**config.mk**
```make
export PLATFORM = sky130hd
export DESIGN_NAME = rf_wb_arbiter_flat
export DESIGN_NICKNAME = d
export VERILOG_FILES = /design/src/rtl/rv32_pkg.sv /design/src/rtl/rf_wb_arbiter_pkg.sv /design/src/rtl/rf_wb_arbiter_if.sv /design/src/rtl/rf_wb_arbiter_rr_arbiter.sv /design/src/rtl/rf_wb_arbiter.sv /design/src/flat_wrapper.sv
export SDC_FILE = /design/constraint.sdc
export NUM_CORES = 1
export LEC_CHECK = 0
export ABC_AREA = 1
export CAP_MARGIN = 20
export CORE_AREA = 8 8 121 123
export CTS_BUF_LIST = sky130_fd_sc_hd__clkbuf_4 sky130_fd_sc_hd__clkbuf_8
export CTS_CLUSTER_DIAMETER = 80
export DETAILED_ROUTE_END_ITERATION = 7
export DIE_AREA = 0 0 129 131
export GPL_TIMING_DRIVEN = 0
export PLACE_DENSITY = 0.95
export SLEW_MARGIN = 30
export SYNTH_ARGS = -nofsm -noshare
export SYNTH_HDL_FRONTEND = slang
export SYNTH_SLANG_ARGS = --single-unit
```
**constraint.sdc**
```tcl
create_clock -name clk -period 10.9 [get_ports clk]
set_input_delay 2.18 -clock clk [delete_from_list [all_inputs] [get_ports clk]]
set_output_delay 2.18 -clock clk [all_outputs]
set_load 0.01 [all_outputs]
```
**src/rtl/rv32_pkg.sv**
```systemverilog
// +--------------------------------------------------------------------+
// | rv32_pkg : core-wide types and sizes shared by RV32 pipeline blocks  |
// | Rev 1.0                                                             |
// +--------------------------------------------------------------------+
`default_nettype none

package rv32_pkg;

  localparam int XLEN       = 32;
  localparam int NREG       = 32;
  localparam int REG_ADDR_W = 5;

  typedef logic [REG_ADDR_W-1:0] reg_addr_t;
  typedef logic [XLEN-1:0]       word_t;

  typedef enum logic [1:0] {
    WB_ALU = 2'd0,
    WB_LSU = 2'd1,
    WB_MDU = 2'd2
  } wb_src_e;

endpackage

`default_nettype wire

```
**src/rtl/rf_wb_arbiter_pkg.sv**
```systemverilog
// +--------------------------------------------------------------------+
// | rf_wb_arbiter_pkg : writeback-arbiter constants and helpers          |
// | Rev 1.0                                                             |
// +--------------------------------------------------------------------+
`default_nettype none

package rf_wb_arbiter_pkg;
  import rv32_pkg::*;

  localparam int N_REQ_DEFAULT = 3;

  // Round-robin successor of a granted index.
  function automatic int rr_next(input int idx, input int n);
    return (idx + 1 >= n) ? 0 : idx + 1;
  endfunction

endpackage

`default_nettype wire

```
**src/rtl/rf_wb_arbiter_if.sv**
```systemverilog
// +--------------------------------------------------------------------+
// | rf_wb_arbiter_if : writeback requester valid/ready bundle            |
// | Rev 1.0                                                             |
// +--------------------------------------------------------------------+
`default_nettype none

interface rf_wb_arbiter_if
  import rv32_pkg::*;
#(
  parameter int N_REQ = 3,
  parameter int XLEN  = 32
);

  logic [N_REQ-1:0]            req_valid;
  logic [N_REQ*REG_ADDR_W-1:0] req_rd;
  logic [N_REQ*XLEN-1:0]       req_data;
  logic [N_REQ-1:0]            req_ready;

  modport master (
    output req_valid, req_rd, req_data,
    input  req_ready
  );

  modport slave (
    input  req_valid, req_rd, req_data,
    output req_ready
  );

endinterface

`default_nettype wire

```
**src/rtl/rf_wb_arbiter_rr_arbiter.sv**
```systemverilog
// +--------------------------------------------------------------------+
// | rr_arbiter : combinational round-robin picker, search from ptr_i     |
// | Rev 1.0                                                             |
// +--------------------------------------------------------------------+
`default_nettype none

module rr_arbiter #(
  parameter int N  = 3,
  parameter int IW = (N > 1) ? $clog2(N) : 1
) (
  input  wire logic [N-1:0]  req_i,
  input  wire logic [IW-1:0] ptr_i,
  output logic      [N-1:0]  gnt_o,
  output logic      [IW-1:0] gnt_idx_o,
  output logic               gnt_valid_o
);

  always_comb begin : p_pick
    logic found;
    int   idx;
    found       = 1'b0;
    idx         = 0;
    gnt_o       = '0;
    gnt_idx_o   = '0;
    gnt_valid_o = 1'b0;
    for (int k = 0; k < N; k++) begin
      idx = (int'(ptr_i) + k) % N;
      if (!found && req_i[idx]) begin
        found       = 1'b1;
        gnt_o[idx]  = 1'b1;
        gnt_idx_o   = IW'(idx);
        gnt_valid_o = 1'b1;
      end
    end
  end

endmodule

`default_nettype wire

```
**src/rtl/rf_wb_arbiter.sv**
```systemverilog
// +--------------------------------------------------------------------+
// | rf_wb_arbiter : round-robin share of the reg_file write port plus    |
// |                 pending-write scoreboard for RAW stalls. Rev 1.0    |
// +--------------------------------------------------------------------+
`default_nettype none

module rf_wb_arbiter
  import rv32_pkg::*;
  import rf_wb_arbiter_pkg::*;
#(
  parameter int N_REQ = N_REQ_DEFAULT,
  parameter int XLEN  = 32,
  parameter int NREG  = 32
) (
  input  wire logic                  clk,
  input  wire logic                  rst,
  rf_wb_arbiter_if.slave             wb_if,
  input  wire logic                  alloc_valid_i,
  input  wire logic [REG_ADDR_W-1:0] alloc_rd_i,
  input  wire logic                  flush_i,
  output logic                       reg_write_o,
  output logic      [REG_ADDR_W-1:0] rd_addr_o,
  output logic      [XLEN-1:0]       rd_data_o,
  output logic      [NREG-1:0]       busy_vec_o,
  output logic      [31:0]           wb_count_o
);

  localparam int IW = (N_REQ > 1) ? $clog2(N_REQ) : 1;

  logic [N_REQ-1:0]      w_req;
  logic [N_REQ-1:0]      w_gnt;
  logic [IW-1:0]         w_gnt_idx;
  logic                  w_gnt_valid;
  logic [REG_ADDR_W-1:0] w_gnt_rd;
  logic [XLEN-1:0]       w_gnt_data;

  logic [IW-1:0]         rr_ptr_q,    rr_ptr_d;
  logic                  reg_write_q, reg_write_d;
  logic [REG_ADDR_W-1:0] rd_addr_q,   rd_addr_d;
  logic [XLEN-1:0]       rd_data_q,   rd_data_d;
  logic [NREG-1:0]       busy_q,      busy_d;
  logic [31:0]           wb_count_q,  wb_count_d;

  // Masking requests with rst keeps req_ready low for the whole reset window.
  assign w_req = wb_if.req_valid & {N_REQ{~rst}};

  rr_arbiter #(
    .N  (N_REQ),
    .IW (IW)
  ) u_rr_arbiter (
    .req_i       (w_req),
    .ptr_i       (rr_ptr_q),
    .gnt_o       (w_gnt),
    .gnt_idx_o   (w_gnt_idx),
    .gnt_valid_o (w_gnt_valid)
  );

  assign wb_if.req_ready = w_gnt;
  assign w_gnt_rd   = wb_if.req_rd[int'(w_gnt_idx)*REG_ADDR_W +: REG_ADDR_W];
  assign w_gnt_data = wb_if.req_data[int'(w_gnt_idx)*XLEN +: XLEN];

  always_comb begin
    rr_ptr_d    = rr_ptr_q;
    reg_write_d = 1'b0;
    rd_addr_d   = rd_addr_q;
    rd_data_d   = rd_data_q;
    wb_count_d  = wb_count_q;
    if (w_gnt_valid) begin
      rr_ptr_d  = IW'(rr_next(int'(w_gnt_idx), N_REQ));
      rd_addr_d = w_gnt_rd;
      rd_data_d = w_gnt_data;
      // x0 writes still take their round-robin slot but never retire.
      if (w_gnt_rd != '0) begin
        reg_write_d = 1'b1;
        wb_count_d  = wb_count_q + 32'd1;
      end
    end
  end

  always_comb begin
    busy_d = busy_q;
    for (int i = 1; i < NREG; i++) begin
      if (flush_i) begin
        busy_d[i] = 1'b0;
      end else if (alloc_valid_i && (alloc_rd_i == REG_ADDR_W'(i))) begin
        busy_d[i] = 1'b1;
      end else if (w_gnt_valid && (w_gnt_rd == REG_ADDR_W'(i))) begin
        busy_d[i] = 1'b0;
      end
    end
    busy_d[0] = 1'b0;
  end

  always_ff @(posedge clk or posedge rst) begin
    if (rst) begin
      rr_ptr_q    <= '0;
      reg_write_q <= 1'b0;
      rd_addr_q   <= '0;
      rd_data_q   <= '0;
      busy_q      <= '0;
      wb_count_q  <= '0;
    end else begin
      rr_ptr_q    <= rr_ptr_d;
      reg_write_q <= reg_write_d;
      rd_addr_q   <= rd_addr_d;
      rd_data_q   <= rd_data_d;
      busy_q      <= busy_d;
      wb_count_q  <= wb_count_d;
    end
  end

  assign reg_write_o = reg_write_q;
  assign rd_addr_o   = rd_addr_q;
  assign rd_data_o   = rd_data_q;
  assign busy_vec_o  = busy_q;
  assign wb_count_o  = wb_count_q;

endmodule

`default_nettype wire

```
**src/flat_wrapper.sv**
```systemverilog
// flat-port wrapper written by rule: the top's interface ports become plain ports
module rf_wb_arbiter_flat import rv32_pkg::*; import rf_wb_arbiter_pkg::*;
#(
  parameter int N_REQ = N_REQ_DEFAULT,
  parameter int XLEN  = 32,
  parameter int NREG  = 32
)
  (clk, rst, alloc_valid_i, alloc_rd_i, flush_i, reg_write_o, rd_addr_o, rd_data_o, busy_vec_o, wb_count_o, wb_if_req_valid, wb_if_req_rd, wb_if_req_data, wb_if_req_ready);
  rf_wb_arbiter_if #(.N_REQ(N_REQ), .XLEN(XLEN)) wb_if_i ();
  input  wire logic clk;
  input  wire logic rst;
  input  wire logic alloc_valid_i;
  input  wire logic [REG_ADDR_W-1:0] alloc_rd_i;
  input  wire logic flush_i;
  output logic reg_write_o;
  output logic      [REG_ADDR_W-1:0] rd_addr_o;
  output logic      [XLEN-1:0] rd_data_o;
  output logic      [NREG-1:0] busy_vec_o;
  output logic      [31:0] wb_count_o;
  input wire logic [$bits(wb_if_i.req_valid)-1:0] wb_if_req_valid;
  input wire logic [$bits(wb_if_i.req_rd)-1:0] wb_if_req_rd;
  input wire logic [$bits(wb_if_i.req_data)-1:0] wb_if_req_data;
  output wire logic [$bits(wb_if_i.req_ready)-1:0] wb_if_req_ready;
  assign wb_if_i.req_valid = wb_if_req_valid;
  assign wb_if_i.req_rd = wb_if_req_rd;
  assign wb_if_i.req_data = wb_if_req_data;
  assign wb_if_req_ready = wb_if_i.req_ready;
  rf_wb_arbiter #(.N_REQ(N_REQ), .XLEN(XLEN), .NREG(NREG)) u_core (.clk(clk), .rst(rst), .wb_if(wb_if_i), .alloc_valid_i(alloc_valid_i), .alloc_rd_i(alloc_rd_i), .flush_i(flush_i), .reg_write_o(reg_write_o), .rd_addr_o(rd_addr_o), .rd_data_o(rd_data_o), .busy_vec_o(busy_vec_o), .wb_count_o(wb_count_o));
endmodule
```
==> flow_summary.json <==
{
  "status": "completed",
  "die_w_um": 129,
  "drt_iter0_drc": 702,
  "via_count": 6902,
  "vias_per_cell": 5.326,
  "synth_area_per_cell_sq_um": 7.120,
  "finalMaxSlewViolations": 0,
  "met1_usage": 0.3033,
  "dp_slack_ns": 3.745,
  "cts_setup_buffers": 0,
  "htreeDepth": 3,
  "setup-violations-final": 0,
  "syn_area_sq_mm": 0.006237,
  "grt_pass1_wl_um": 34150,
  "syn_inst": 876,
  "final.period_utilization": 0.6531,
  "hp-class": "reg2reg",
  "maxSlewHeadroom": 0.4852,
  "insertion_delay_ns": 0.38,
  "tightestPinTransition_ns": 0.7694,
  "pwr_density_cell_mw_per_mm2": 296.9,
  "overflow": 0,
  "hold_viol": 0,
  "ioPinCount": 228,
  "fmax_ghz": 0.1405,
  "ys_warn_count": 0,
  "rsz0062_at_grt": "no",
  "filler_cell_count": 1044,
  "cp_max_fo": 60,
  "skew_ns": 0.01097,
  "cts_sinks": 103,
  "die_h_um": 131,
  "core_sq_mm": 0.01287,
  "async_flop_share": 1.000,
  "grtUsageTotal": 0.2587,
  "register_area_sq_mm": 0.002577,
  "drt_wl_total_um": 22010,
  "muxShareOfSynthArea": 0,
  "slowest_stage": "clkdlybuf4s50_1",
  "numCtsBuffers": 9,
  "ant_nets": 0,
  "clkTransAtPathRegs_ns": 0.10,
  "yosysSeqAreaShare": 0.4132,
  "yosys.area_share.xor_xnor": 0.03791,
  "multiInputGateArea_sq_mm": 0.003273,
  "nets": 1242,
  "yosys.area_share.simple": 0.3573,
  "yosysUniqueCellTypes": 40,
  "slowest_delay_ns": 0.61,
  "synth_flop_cell": "dfrtp_1",
  "root_buffer": "clkbuf_8",
  "cts_tree": "yes",
  "io_buffer_count": 226,
  "path_cells": "clkdlybuf4s50_1 -> inv_6 -> buf_16 -> nand2_1 -> inv_2 -> nand3_1 -> nand2_1 -> nand3_4 -> inv_4 -> nand2_1 -> o221ai_1 -> clkdlybuf4s50_1",
  "routedWlPerCell_um": 16.98,
  "cts_buffer_depth": 2,
  "synth_edf_count": 0,
  "synthToLayoutAreaGrowth_pct": 43.73,
  "rows": 42,
  "antenna_found_initial": 1,
  "dpl.cell_count": 1279,
  "dp_hpwl_um": 17260,
  "end_kind": "primary output",
  "busiest_layer": "met2",
  "ys_seq_elements": 103,
  "peakVddDrop_v": 0.0001711,
  "synth_fp_nets": 1004,
  "setup_ws_ns": 3.781,
  "grt_use_met2": 0.4320,
  "synth_compound_area_frac": 0.1190,
  "grt_pass1_vias": 6791,
  "synthAdderAreaFrac": 0.01003,
  "instances_no_fill": 1296,
  "drc": 0,
  "grt_max_degree": 61,
  "cts_hold_buf": 0,
  "timing.final.crit_period_ns": 7.119,
  "criticalPathCategory": "in2out",
  "synth_top_family_by_area": "simple AND/OR/NAND/NOR gates",
  "dieArea_sq_mm": 0.01690,
  "power_w": 0.002662,
  "hold_slack_ns": 0.5326,
  "use_met3": 0.06494,
  "critPathArrivalTime_ns": 4.94,
  "start_util": 0.4845,
  "firstDrtPassIters": 5,
  "drive_gt1_frac": 0.06256,
  "start_kind": "input pin",
  "setup_tns_ns": 0,
  "leakagePower_nw": 3.847,
  "cts_resized": 0,
  "max_cap_violations": 0,
  "place.gp.congestion": 0.9325,
  "critPathRequiredTime_ns": 8.72,
  "crit_path_frequent_cell": "nand2_1"
}
==> final timing paths <==
check	startpoint	endpoint	slack [ns]	cells after the start
worst max-delay path	rst	wb_if_req_ready[2]	3.78	12
worst max register to register	u_core.rr_ptr_q[0]	u_core.rd_data_o[23]	7.66	13
max in group asynchronous	rst	u_core.rd_data_o[26]	8.02	3
worst min register to register	u_core.busy_vec_o[3]	u_core.busy_vec_o[3]	0.53	2
min in group asynchronous	rst	u_core.busy_vec_o[3]	2.24	2
worst min-delay path	u_core.busy_vec_o[3]	u_core.busy_vec_o[3]	0.53	2
==> routing by layer <==
metal | up-vias | share of wire
met5 | - | 0
met4 | 0 | 0.041
met3 | 59 | 0.084
met2 | 333 | 0.48
met1 | 3165 | 0.40
li1 | 3345 | -
==> placed cells by master (no fill, tap or decap), drive strengths merged <==
cell type,synthesis,layout
clkdlybuf4s50,0,226
nand2,224,224
nor2,153,153
nand3,106,106
dfrtp,103,103
a21oi,97,97
inv,45,46
o21ai,36,36
clkbuf,19,31
buf,24,25
xor2,15,15
xnor2,12,12
nor3,12,12
nor4,7,7
ha,5,5
nand4,4,4
a31oi,4,4
o221ai,3,3
or2,2,2
nand3b,2,2
diode,0,1
o22ai,1,1
or4,1,1
conb,1,1
clkinvlp,0,1
bufinv,0,1
clkinv,0,1
==> critical path, delay by kind of cell <==
kind	cells	cell delay (ns)
buffers and inverters	6	2.03
AOI/OAI and AO/OA	1	0.11
and+or+nand+nor	5	0.57
==> flip-flops by register name, summed over array words and instances, names as in the netlist <==
register / cells
u_core.rd_addr_o: 5
u_core.wb_count_o: 32
u_core.busy_vec_o: 31
u_core.rd_data_o: 32
u_core.reg_write_o: 1
u_core.rr_ptr_q: 2
==> metrics by stage <==
step | util | instance area [sq um]
6_report | 0.6963 | 8965
5_1_grt | 0.6963 | 8965
4_1_cts | 0.6961 | 8962
3_5_place_dp | 0.6798 | 8752
3_3_place_gp | 0.6773 | 8720
2_1_floorplan | - | 6237
==> Yosys cell counts, drive strengths merged, types with 7 or more instances <==
| cell type | number | area share |
|---|---|---|
| xor2 | 15 | 0.021 |
| nor2 | 153 | 0.098 |
| xnor2 | 12 | 0.017 |
| clkbuf | 19 | 0.011 |
| nand2 | 224 | 0.14 |
| nor3 | 12 | 0.010 |
| a21oi | 97 | 0.080 |
| dfrtp | 103 | 0.41 |
| nand3 | 106 | 0.091 |
| buf | 24 | 0.023 |
| inv | 45 | 0.027 |
| nor4 | 7 | 0.0070 |
| o21ai | 36 | 0.029 |
==> logic make-up after synthesis <==
family / Yosys count
compound gates: 141
buf+inv: 88
xor+xnor: 27
fa+ha+maj: 5
simple gates: 511
other cells: 1
flops: 103
==> final cells by class <==
type,instances,share of cell area
plain buffers,43,0.02401
diodes,1,0.0002791
multi-input cells,685,0.3651
clock buffers,12,0.01773
well taps,176,0.02456
flip-flops and latches,103,0.2875
repair buffers,227,0.2554
inverters,45,0.01968
clock inverters,4,0.005722
==> power by group <==
part	leakage, nW	internal [W]	switching, W	total [W]
combinational	2.42	0.000651	0.00121	0.00186
clock	0.106	0.000122	0.000134	0.000256
sequential	1.32	0.000488	0.0000608	0.000548
(Power assumes the default switching activity.)
==> patch 1: new RTL, config.mk and constraints unchanged <==
`REG_ADDR_W`: 5 -> 3.
--- a/src/rtl/rv32_pkg.sv
+++ b/src/rtl/rv32_pkg.sv
@@ -8,7 +8,7 @@
 
   localparam int XLEN       = 32;
   localparam int NREG       = 32;
-  localparam int REG_ADDR_W = 5;
+  localparam int REG_ADDR_W = 3;
 
   typedef logic [REG_ADDR_W-1:0] reg_addr_t;
   typedef logic [XLEN-1:0]       word_t;
Ports: changed (resized alloc_rd_i, rd_addr_o and wb_if_req_rd); port bits go from 228 to 218. No check against the original RTL was run, so the function may have changed too.
==> patch 1 against the original RTL <==
Area after synthesis down 19%. Sequential cell count down 25. Critical path type unchanged. Routed wire length down 16%. Largest power group unchanged. Setup slack better by 0.057 ns. Register-to-register slack better by 0.41 ns. Count of clock-buffer cells in the layout unchanged. Final area down 15%. Total power down 32%. Sequential power down 20%. Core utilization down 10 points.
==> patch 1: results (changes against the original RTL) <==
Setup path
  • R2r setup slk: 8.07 ns (+0.41 ns)
  • Worst reg2reg path depth: 15 (+2)
  • Worst endpoint data arrival time: 4.88 ns (-0.06 ns)
  • Max Fanout on Critical Path: 87 (+45%)

Layout
  • Share of layout cells above drive strength 1: 8.64% (+2.4 points)
  • N_diodes: 0 (-1)
  • Nets: 1053 (-15%)

Synth
  • Top cells by area, synth: dfrtp_1, nand2_1, nor2_1, a21oi_1, nand3_1
  • Most frequent cells after synthesis: nand2_1, nor2_1, dfrtp_1, a21oi_1, nand3_1
  • Netlist cell types: 36 (-10%)
  • Register area share after synthesis: 38.7% (-2.6 points)
  • Syn_nets: 827 (-18%)

Place
  • Gpl congestion: 0.947 (+1.5%)
  • Hpwl dp: 14900 um (-14%)
  • Number of buffers added on ports: 215 (-4.9%)

GRT
  • Initial antenna violation count: 0 (-1)

Min path
  • Hold_sp: u_core.rd_addr_o[0]

Drt
  • Initial DRC Count: 344 (-51%)
  • Final WL: 18400 um (-16%)
  • Vias per inst: 5.08 (-4.6%)

STA
  • WHS: 0.501 ns (-0.0317 ns)
  • Slew headroom: 49.9% (+1.4 points)

Power
  • Leakage power: 0.00339 uW (-12%)
  • Worst vdd ir: 0.145 mV (-15%)

Run status
  • Outcome: completed
## patch 1: changes by cell type after synthesis, sizes merged, moves of 6 or more
| cell | change |
|---|---|
| nand4 | +6 |
| dfrtp | -25 |
| buf | +22 |
| a21oi | -22 |
| clkbuf | -9 |
| nor2 | -14 |
| nand2 | -66 |
| nand3 | -45 |
| inv | -12 |
## patch 1: logic make-up (layout without fill, tap and decap cells)
logic type,count (synthesis),after routing,share of synthesized area (%)
flip-flops,78,78,38.7
AND/OR/NAND/NOR,385,385,32.8
buffers and inverters,90,321,9.77
adder cells (fa/ha/maj),5,5,1.24
other,1,1,0.0743
XOR/XNOR,30,30,5.21
AO/OA/AOI/OAI,118,118,12.2
## patch 1: worst max path at each step
stage                     start                 end  slack (ns)  depth (start not counted)
after floorplan             rst  wb_if_req_ready[1]        5.04                          9
after detailed placement    rst  wb_if_req_ready[1]        3.79                         11
after global routing        rst  wb_if_req_ready[1]        3.55                         11
after CTS                   rst  wb_if_req_ready[1]        3.78                         11
final                       rst  wb_if_req_ready[1]        3.84                         11
after global placement      rst  wb_if_req_ready[1]        3.66                         11
## patch 1: metrics by stage
step / area (um^2) / utilization, % / std cells / setup WS (ns) / power [uW]
global route: 7620 / 59.2 / 1114 / 3.55 / 1980
CTS: 7620 / 59.2 / 1114 / 3.78 / 1830
detailed placement: 7420 / 57.6 / 1098 / 3.79 / 1600
global placement: 7420 / 57.6 / 1098 / 3.66 / 1570
finish: 7620 / 59.2 / 1114 / 3.84 / 1820
floorplan: 5040 / - / 707 / 5.04 / 1140
## patch 1: area by class of cell
cell class / count / share of cell area (%)
tap: 176 / 2.89
inverter: 34 / 1.74
timing repair buffer: 215 / 28.2
clock inverter: 4 / 0.591
multi-input combinational: 539 / 34.1
clock buffer: 12 / 2.08
sequential: 78 / 25.6
buffer: 56 / 4.76
## patch 1: worst reg2reg max path, cell delays in order (launching register included)
cell and delay (ns):
dfrtp_1 0.39, inv_1 0.08, ha_1 0.39, inv_2 0.10, nand3_1 0.07, nand3_1 0.08
nand2_1 0.14, nand3_1 0.16, nor2_1 0.20, nor2_4 0.09, inv_2 0.13, buf_2 0.26
buf_2 0.29, nor2_1 0.08, o21ai_0 0.14, a21oi_1 0.11
## patch 1: where the power goes
part	internal, uW	switching, uW	leakage, uW
Sequential	381	54.9	0.000981
Clock	120	109	0.000110
Combinational	470	687	0.00230
## patch 1: routing by layer
layer | up-vias | track usage, % | part of all wire [%]
met5 | - | 0 | 0
met4 | 0 | 10.1 | 2.9
met3 | 38 | 7.47 | 10
met2 | 258 | 39.0 | 50
met1 | 2623 | 23.8 | 37
li1 | 2738 | - | -
==> patch 2: new RTL, same settings <==
Made on the original files. `rd_data_q` no longer has a reset.
--- a/src/rtl/rf_wb_arbiter.sv
+++ b/src/rtl/rf_wb_arbiter.sv
@@ -96,17 +96,19 @@
       rr_ptr_q    <= '0;
       reg_write_q <= 1'b0;
       rd_addr_q   <= '0;
-      rd_data_q   <= '0;
       busy_q      <= '0;
       wb_count_q  <= '0;
     end else begin
       rr_ptr_q    <= rr_ptr_d;
       reg_write_q <= reg_write_d;
       rd_addr_q   <= rd_addr_d;
-      rd_data_q   <= rd_data_d;
       busy_q      <= busy_d;
       wb_count_q  <= wb_count_d;
     end
+  end
+
+  always_ff @(posedge clk) begin
+    rd_data_q <= rd_data_d;
   end
 
   assign reg_write_o = reg_write_q;
Check against the original RTL: differs if rst is asserted again (counterexample within 4 cycles, from zero or initial values and one cycle with rst high); with rst held inactive, the same outputs for 4 cycles.
==> patch 2 against the original RTL <==
Register-to-register slack got worse by 0.03 ns. Total power decreased by 9.9%. Setup slack improved by 0.11 ns. Area after synthesis decreased by 2.3%. Final area decreased by 1.5%. Synthesized cell count decreased by 8.7%. Routed wire length decreased by 1.6%. Via count decreased by 3.7%. Combinational power decreased by 18%. Sequential cell count unchanged. Clock power increased by 3%. Count of clock-buffer cells in the layout increased by 2. Largest power group unchanged.
==> patch 2: results (changes against the original RTL) <==
Layout
  • Filler Cell Count: 1033 (-1.1%)
  • Nets: 1167 (-6.0%)
  • Share of layout cells above drive strength 1: 6.61% (+0.35 points)
  • N_diodes: 0 (-1)

Power
  • Worst vdd ir: 0.159 mV (-7.2%)
  • Leakage power: 0.00369 uW (-4.0%)
  • Int Power: 1220 uW (-3.5%)

GRT
  • Initial antenna violation count: 0 (-1)
  • First-pass GRT wire length: 33300 um (-2.6%)
  • GRT Resource Usage Total: 25.5% (-0.40 points)
  • Pin count of the biggest net entering global routing: 46 (-25%)
  • Vias in the first global route: 6293 (-7.3%)

Synth
  • Number of flops mapped to enable cells by yosys: 32 (+32)
  • YS warnings: 0 (unchanged)
  • Register area share after synthesis: 44.9% (+3.6 points)
  • FFs w/ async S/R, synth: 68.9% (-31 points)
  • Syn_nets: 928 (-7.6%)
  • Prevailing post-synth register cell: dfrtp_1
  • Netlist cell types: 36 (-10%)
  • Top cells by area, synth: dfrtp_1, edfxtp_1, nand2_1, nand3_1, o21ai_0
  • Most frequent cells after synthesis: nand2_1, nand3_1, nor2_1, dfrtp_1, o21ai_0

Run status
  • Outcome: completed

Drt
  • Final WL: 21700 um (-1.6%)
  • Initial DRC Count: 621 (-12%)
  • Detailed-route via count: 6646 (-3.7%)

Place
  • Gpl congestion: 0.959 (+2.9%)
  • Number of buffers added on ports: 226 (unchanged)
  • Post-DP Area: 8620 um^2 (-1.5%)
  • Hpwl dp: 16900 um (-2.2%)

Setup path
  • Slowest-stage cell, CP: clkdlybuf4s50_1
  • Worst endpoint data arrival time: 4.82 ns (-0.12 ns)
  • Max Fanout on Critical Path: 45 (-25%)
  • Critical R2R Launch: u_core.rr_ptr_q[0]
  • Max incr delay on CP: 0.57 ns (-0.04 ns)
  • Worst reg2reg path endpoint: u_core.rd_data_o[15]
  • R2r setup slk: 7.63 ns (-0.03 ns)

STA
  • WHS: 0.517 ns (-0.0153 ns)
  • Measured slew at the worst slew-check pin: 0.645 ns (-0.124 ns)
  • Worst clock skew: 0.00963 ns (-0.00135 ns)

Clock tree
  • PostCTS Resize Cnt: 0 (unchanged)
  • Reg clk slew, reported paths: 0.10 ns (about the same)

Min path
  • Hold Crit Class: flip-flop to flip-flop
  • Worst Hold Path EP: u_core.rd_addr_o[4]
  • Hold_sp: u_core.rd_addr_o[4]
==> patch 2: changes by cell type after synthesis, moves of 5 or more <==
| cell | before | now |
|---|---|---|
| o21ai_0 | 34 | 66 |
| nand2_1 | 217 | 231 |
| nand4_1 | 4 | 12 |
| dfrtp_1 | 103 | 71 |
| buf_2 | 13 | 8 |
| xor2_1 | 15 | 20 |
| nor2_1 | 146 | 81 |
| a21oi_1 | 95 | 31 |
| edfxtp_1 | 0 | 32 |
==> patch 2: layer usage <==
layer / vias up / routed length (um) / GRT usage (%)
li1: 3137 / - / -
met1: 3118 / 8710 / 31.5
met2: 326 / 10700 / 42.9
met3: 65 / 1510 / 4.26
met4: 0 / 777 / 11.7
met5: - / 0 / 0
==> patch 2: worst max-delay path by stage <==
stage	from	end	slack (ns)
2_1_floorplan	rst	wb_if_req_ready[2]	4.71
3_3_place_gp	rst	wb_if_req_ready[2]	3.33
3_5_place_dp	rst	wb_if_req_ready[2]	3.86
4_1_cts	rst	wb_if_req_ready[2]	3.86
5_1_grt	rst	wb_if_req_ready[2]	3.65
6_report	rst	wb_if_req_ready[2]	3.90
==> patch 2: cell type report <==
cell class                      count  area, um^2  area share, %
Sequential cell                   103        2740           31.0
Timing Repair Buffer              228        2300           26.1
Inverter                           41         156           1.77
Multi-Input combinational cell    621        3020           34.2
Clock inverter                      2        38.8          0.439
Tap cell                          176         220           2.49
Clock buffer                       14         174           1.97
Buffer                             35         180           2.04
==> patch 2: metrics by stage <==
stage / setup WS (ns) / cells
finish: 3.90 / 1220
global route: 3.65 / 1220
CTS: 3.86 / 1220
detailed placement: 3.86 / 1204
global placement: 3.33 / 1202
floorplan: 4.71 / 800
==> patch 2: kinds of logic after synthesis <==
group	synth area share, %
other cells	0.0616
xor+xnor	4.31
buf+inv	5.46
flops	44.9
compound gates	9.35
simple gates	34.9
fa+ha+maj	1.03
==> patch 2: power by group through the flow <==
stage	Clock, uW	Sequential, uW	Combinational, uW
final	263	619	1520
after CTS	265	618	1500
after global routing	279	627	1640
after detailed placement	0	626	1500
after floorplan	0	665	868
after global placement	0	626	1440
==> patch 2: worst max-delay path: cells and delay by family <==
kind / cells / cell delay [ns]
buffers and inverters: 5 / 1.74
and+or+nand+nor: 5 / 0.70
AOI/OAI and AO/OA: 2 / 0.18
